### config.mk
export PLATFORM = sky130hd
export DESIGN_NAME = fetch_unit
export DESIGN_NICKNAME = d
export VERILOG_FILES = /design/src/rtl/fetch_pkg.sv /design/src/rtl/fetch_queue.sv /design/src/rtl/fetch_unit.sv
export SDC_FILE = /design/constraint.sdc
export NUM_CORES = 1
export LEC_CHECK = 0
export ABC_AREA = 1
export BUFFER_PORTS_ARGS = -buffer_cell sky130_fd_sc_hd__buf_4
export CELL_PAD_IN_SITES_DETAIL_PLACEMENT = 1
export CELL_PAD_IN_SITES_GLOBAL_PLACEMENT = 2
export CORE_MARGIN = 2
export CORE_UTILIZATION = 33
export CTS_BUF_LIST = sky130_fd_sc_hd__clkbuf_4 sky130_fd_sc_hd__clkbuf_8 sky130_fd_sc_hd__clkbuf_16
export DETAILED_ROUTE_END_ITERATION = 8
export GPL_ROUTABILITY_DRIVEN = 0
export HOLD_SLACK_MARGIN = 0.08
export PLACE_DENSITY_LB_ADDON = 0.25
export SETUP_SLACK_MARGIN = 0.02
export SYNTH_ARGS = -nofsm -noshare
export SYNTH_HDL_FRONTEND = slang
export SYNTH_SLANG_ARGS = --single-unit
### constraint.sdc
create_clock -name clk -period 5.5 [get_ports clk]
set_clock_uncertainty 0.15 [all_clocks]
set_input_delay 1.1 -clock clk [delete_from_list [all_inputs] [get_ports clk]]
set_output_delay 1.1 -clock clk [all_outputs]
set_load 0.01 [all_outputs]
### src/rtl/fetch_pkg.sv
// Shared types and helpers for the instruction fetch front end.
package fetch_pkg;

  typedef enum logic [1:0] {
    IC_IDLE = 2'd0,
    IC_PEND = 2'd1,
    IC_DONE = 2'd2,
    IC_RSVD = 2'd3
  } ic_status_e;

  typedef struct packed {
    logic [31:0] pc;
    logic [31:0] instr;
  } fq_entry_t;

  localparam logic [31:0] PC_STEP = 32'd4;

  function automatic logic [31:0] alignPc(input logic [31:0] pc);
    return {pc[31:2], 2'b00};
  endfunction

endpackage

### src/rtl/fetch_queue.sv
// Synchronous FIFO of fetched {pc, instr} entries with flush and occupancy count.
module fetch_queue
  import fetch_pkg::*;
#(
  parameter int DEPTH = 4
) (
  input  logic                     clk,
  input  logic                     rst,
  input  logic                     i_flush,
  input  logic                     i_push,
  input  fq_entry_t                i_data,
  input  logic                     i_pop,
  output logic                     o_valid,
  output fq_entry_t                o_head,
  output logic [$clog2(DEPTH):0]   o_count,
  output logic                     o_full
);

  localparam int PTR_W = $clog2(DEPTH);
  localparam int CNT_W = PTR_W + 1;
  localparam logic [CNT_W-1:0] FULL_CNT = CNT_W'(DEPTH);

  fq_entry_t        r_mem [DEPTH];
  logic [PTR_W-1:0] r_rdPtr;
  logic [PTR_W-1:0] r_wrPtr;
  logic [CNT_W-1:0] r_count;

  logic w_empty;
  logic w_full;
  logic w_doPop;
  logic w_doPush;

  assign w_empty  = (r_count == '0);
  assign w_full   = (r_count == FULL_CNT);
  assign w_doPop  = i_pop & ~w_empty;
  // A push into a full queue is still accepted when the head leaves in the same cycle.
  assign w_doPush = i_push & (~w_full | w_doPop);

  always_ff @(posedge clk) begin
    if (rst || i_flush) begin
      r_rdPtr <= '0;
      r_wrPtr <= '0;
      r_count <= '0;
    end else begin
      if (w_doPush) r_wrPtr <= r_wrPtr + 1'b1;
      if (w_doPop)  r_rdPtr <= r_rdPtr + 1'b1;
      if (w_doPush && !w_doPop)      r_count <= r_count + 1'b1;
      else if (w_doPop && !w_doPush) r_count <= r_count - 1'b1;
    end
  end

  always_ff @(posedge clk) begin
    if (w_doPush) r_mem[r_wrPtr] <= i_data;
  end

  assign o_valid = ~w_empty;
  assign o_head  = w_empty ? '0 : r_mem[r_rdPtr];
  assign o_count = r_count;
  assign o_full  = w_full;

endmodule

### src/rtl/fetch_unit.sv
// L1 I-cache fetch initiator: owns the PC, drives address/stall and fills the fetch queue.
// Optional statistics counters are enabled by defining FETCH_STATS_EN.
module fetch_unit
  import fetch_pkg::*;
#(
  parameter logic [31:0] RESET_PC = 32'hBFC0_0000,
  parameter int          FQ_DEPTH = 4
) (
  input  logic                        clk,
  input  logic                        rst,
  input  logic                        fetch_en,
  input  logic                        redirect_valid,
  input  logic [31:0]                 redirect_pc,
  output logic [31:0]                 ic_addr,
  output logic                        ic_stall,
  input  logic [31:0]                 ic_r_data,
  input  logic [1:0]                  ic_r_data_status,
  output logic                        fq_valid,
  input  logic                        fq_ready,
  output logic [31:0]                 fq_pc,
  output logic [31:0]                 fq_instr,
`ifdef FETCH_STATS_EN
  output logic [31:0]                 fetched_count,
  output logic [31:0]                 fq_full_stall_count,
`endif
  output logic [$clog2(FQ_DEPTH):0]   fq_count
);

  logic [31:0] r_pc;
  logic        w_idle;
  logic        w_push;
  logic        w_full;
  fq_entry_t   w_pushData;
  fq_entry_t   w_head;

  assign w_idle = (ic_r_data_status == IC_IDLE);
  // Redirect wins over a completing access; its data is stale.
  assign w_push = (ic_r_data_status == IC_DONE) & ~redirect_valid;

  assign ic_stall = redirect_valid | (w_idle & (~fetch_en | w_full));
  assign ic_addr  = r_pc;

  always_ff @(posedge clk) begin
    if (rst)                 r_pc <= RESET_PC;
    else if (redirect_valid) r_pc <= alignPc(redirect_pc);
    else if (w_push)         r_pc <= r_pc + PC_STEP;
  end

  assign w_pushData = '{pc: r_pc, instr: ic_r_data};

  fetch_queue #(
    .DEPTH (FQ_DEPTH)
  ) u_queue (
    .clk     (clk),
    .rst     (rst),
    .i_flush (redirect_valid),
    .i_push  (w_push),
    .i_data  (w_pushData),
    .i_pop   (fq_ready),
    .o_valid (fq_valid),
    .o_head  (w_head),
    .o_count (fq_count),
    .o_full  (w_full)
  );

  assign fq_pc    = w_head.pc;
  assign fq_instr = w_head.instr;

`ifdef FETCH_STATS_EN
  logic [31:0] r_fetchedCount;
  logic [31:0] r_fullStallCount;

  always_ff @(posedge clk) begin
    if (rst) begin
      r_fetchedCount   <= '0;
      r_fullStallCount <= '0;
    end else begin
      if (w_push) r_fetchedCount <= r_fetchedCount + 32'd1;
      if (w_idle && w_full && fetch_en) r_fullStallCount <= r_fullStallCount + 32'd1;
    end
  end

  assign fetched_count       = r_fetchedCount;
  assign fq_full_stall_count = r_fullStallCount;
`endif

endmodule

==> summary.txt <==
Synth cell types -> 40
number of nets in the layout -> 1,401
final count of pins violating max slew -> 0
worst flop-to-flop path endpoint -> u_queue.o_count[2]
final instance area -> 15,000 sq um
I/O pins -> 172
FP Rows -> 70
R2R Setup Slk -> 2.56 ns
min cycle time layout -> 4.16 ns
grt ovf -> 0
Non-Filler Instances -> 1,813
cts-stage hold buffer count -> 0
async set-or-reset flop fraction in the synthesized netlist -> 0%
Die X -> 197 um
Die Area -> 38,600 sq um
mux contribution to synthesized area -> 0%
Combinational Power Share -> 7.6%
relative slew slack -> 36.6%
clk root buf -> clkbuf_16
Crit path largest cell delay -> 0.68 ns
antenna cells -> 0
period utilization -> 75.6%
crit path kind -> reg -> out
initial antenna violation count -> 0
FF+latch count, synth -> 287
Area Overhead vs Synth -> 22.3%
met3 usage -> 2.33%
leading area contributor after synthesis -> edfxtp_1
switching pwr -> 1090 uW
clk buf depth -> 3
maximum vdd drop -> 0.000196 V
Post-synth EDFFs -> 248
Net Sw Frac -> 22.8%
max-capacitance violation count -> 0
IO buf count -> 165
Pleak -> 0.00556 uW
slew of the pin with the lowest slew margin -> 0.952 ns
fraction of layout cells with a size suffix above 1 -> 19.8%
clock share of power -> 41.1%
post-DP HPWL -> 21,000 um
predominant post-synthesis flop cell -> edfxtp_1
CTS tree -> yes
setup bufs post-CTS -> 0
number of instances in the placed design -> 1,758
Max Fclk -> 241 MHz
CP max stage cell -> clkinv_2
largest family of logic cells by synthesized area -> simple AND/OR/NAND/NOR gates
H-tree depth -> 1
Fin. Hold Viols -> 0
status -> finished, final reports clean
Die Ht -> 197 um
synth top area cells -> edfxtp_1, nor2_1, dfxtp_1
core area -> 36,500 sq um
met2 Resource Use GR -> 31.9%
CTS Buf Count -> 31
Synth Area in Simple Gates -> 16.5%
routed vias -> 8,767
power density over the cells -> 321 nW/um^2
Clock Sink Count -> 287
WP data required -> 4.25 ns
worst r2r path cells -> 11
vias in the first global route -> 9,259
Initial DRC Count -> 356
design internal power -> 3700 uW
CP cell instances -> clkinv_2 > buf_12 > o21ai_0 > a21oi_1 > buf_4
via/cell ratio -> 4.84
grt met1 use -> 23.4%
Mapped Area -> 12,200 sq um
pin count of the biggest net entering global routing -> 85
drt first pass iters -> 4
crit-path max FO -> 74
xor and xnor area share after synthesis -> 0.716%
final core utilization -> 41.0%
sequential share of the synthesized area -> 67.3%
Design Power -> 4800 uW
crit path to -> fq_instr[21]
CP startpoint kind -> flip-flop
Compound-Gate Fraction of Synth Area -> 10.7%
worst skew pair latency -> 0.55 ns
first-pass GRT wire length -> 53,000 um
WHS Path Cells -> 2
Reg clk slew, reported paths -> 0.06 ns
Initial Util -> 33.5%
Synth Area in Adders -> 0.777%
Avg Inst Size Synth -> 10.5 sq um
Final ANT Viol Nets -> 0
WL final -> 34,400 um
Mapped Cells -> 1,169
Critical Path AT -> 2.91 ns
crit end category -> output pin
leading cell types in the layout, fill and taps excluded -> nor2_1, edfxtp_1, buf_4
total negative slack -> 0 ns
r2r startpoint -> u_queue.o_count[0]
Post-DP Area -> 14,000 sq um
post-synth top area share -> 60.9%
# setup viols final -> 0
post_cts resized -> 0
drt drc -> 0
Tightest Hold Check Type -> reg -> reg
RSZ-0062 raised after global routing -> false
most common cell after layout, fill and taps aside -> nor2_1
fill count -> 4,081
GRT busiest layer -> met2
sequential share of power -> 51.3%
All-Layer GR Usage -> 17.9%
YS warnings -> 0
WL/cell -> 19.0 um
-- registers in the layout, summed over array words and instances (netlist names), named ones only --
name / cells
ic_addr: 30
u_queue.o_count: 3
u_queue.r_mem: 248
u_queue.r_rdPtr: 2
u_queue.r_wrPtr: 2
-- layer usage --
layer / share of wire [%] / wire [um] / up-vias
met3: 4.0 / 1360 / 38
met4: 1.3 / 443 / 0
met5: 0 / 0 / -
met2: 49 / 17000 / 153
li1: - / - / 4289
met1: 45 / 15600 / 4287
-- worst min-delay path by stage --
stage                         end               start  slack, ns
2_1_floorplan  u_queue.r_wrPtr[0]  u_queue.r_wrPtr[0]       0.33
3_3_place_gp   u_queue.r_wrPtr[0]  u_queue.r_wrPtr[0]       0.35
3_5_place_dp   u_queue.r_wrPtr[0]  u_queue.r_wrPtr[0]       0.36
4_1_cts        u_queue.r_wrPtr[0]  u_queue.r_wrPtr[0]       0.37
5_1_grt        u_queue.r_wrPtr[0]  u_queue.r_wrPtr[0]       0.38
6_report       u_queue.r_wrPtr[0]  u_queue.r_wrPtr[0]       0.36
-- Yosys cell counts (2+ instances only) --
library cell,instances
buf_2,20
nand2_1,147
ha_1,6
nor3b_1,3
nor3_1,2
nand4_1,3
nand3_1,14
nor2_2,6
o21a_1,2
xnor2_1,4
xor2_1,6
o21ai_0,140
dfxtp_1,39
nand2_4,3
buf_1,3
inv_1,48
nor2_1,305
nor2_4,6
clkbuf_1,32
o21ai_1,3
a22o_1,3
a31oi_1,9
edfxtp_1,248
nand2_2,3
a21oi_1,87
inv_2,8
a21oi_2,2
buf_4,5
-- area by class of cell --
cell class | instances | area [sq um] | share of cell area (%)
Inverter | 56 | 211 | 1.41
Timing Repair Buffer | 179 | 1410 | 9.40
Tap cell | 468 | 586 | 3.91
Clock inverter | 15 | 105 | 0.702
Sequential cell | 287 | 8230 | 55.0
Clock buffer | 40 | 868 | 5.80
Multi-Input combinational cell | 768 | 3550 | 23.7
-- worst max-delay path, delay by kind of cell, from the launching register on --
family / cells / cell delay [ns]
compound gates: 2 / 0.34
flops: 1 / 0.65
buf+inv: 3 / 1.33
-- power by group through the flow --
stage | clock [uW] | sequential [uW] | combinational, uW
2_1_floorplan | 0 | 2490 | 176
3_3_place_gp | 0 | 2510 | 370
3_5_place_dp | 0 | 2510 | 375
4_1_cts | 2020 | 2460 | 376
5_1_grt | 2100 | 2470 | 410
6_report | 1970 | 2460 | 367
-- kinds of logic after synthesis --
group,after synthesis
fa+ha+maj,7
simple gates,496
flops,287
other cells,1
xor+xnor,10
compound gates,251
buf+inv,117
-- per-stage QoR --
| step | setup WS, ns | hold WS [ns] |
|---|---|---|
| after floorplan | 0.660 | 0.330 |
| after global placement | 1.80 | 0.351 |
| after detailed placement | 1.74 | 0.357 |
| after CTS | 1.20 | 0.366 |
| after global routing | 1.04 | 0.383 |
| final | 1.34 | 0.365 |
No activity file was read; power rests on OpenSTA's default activity.
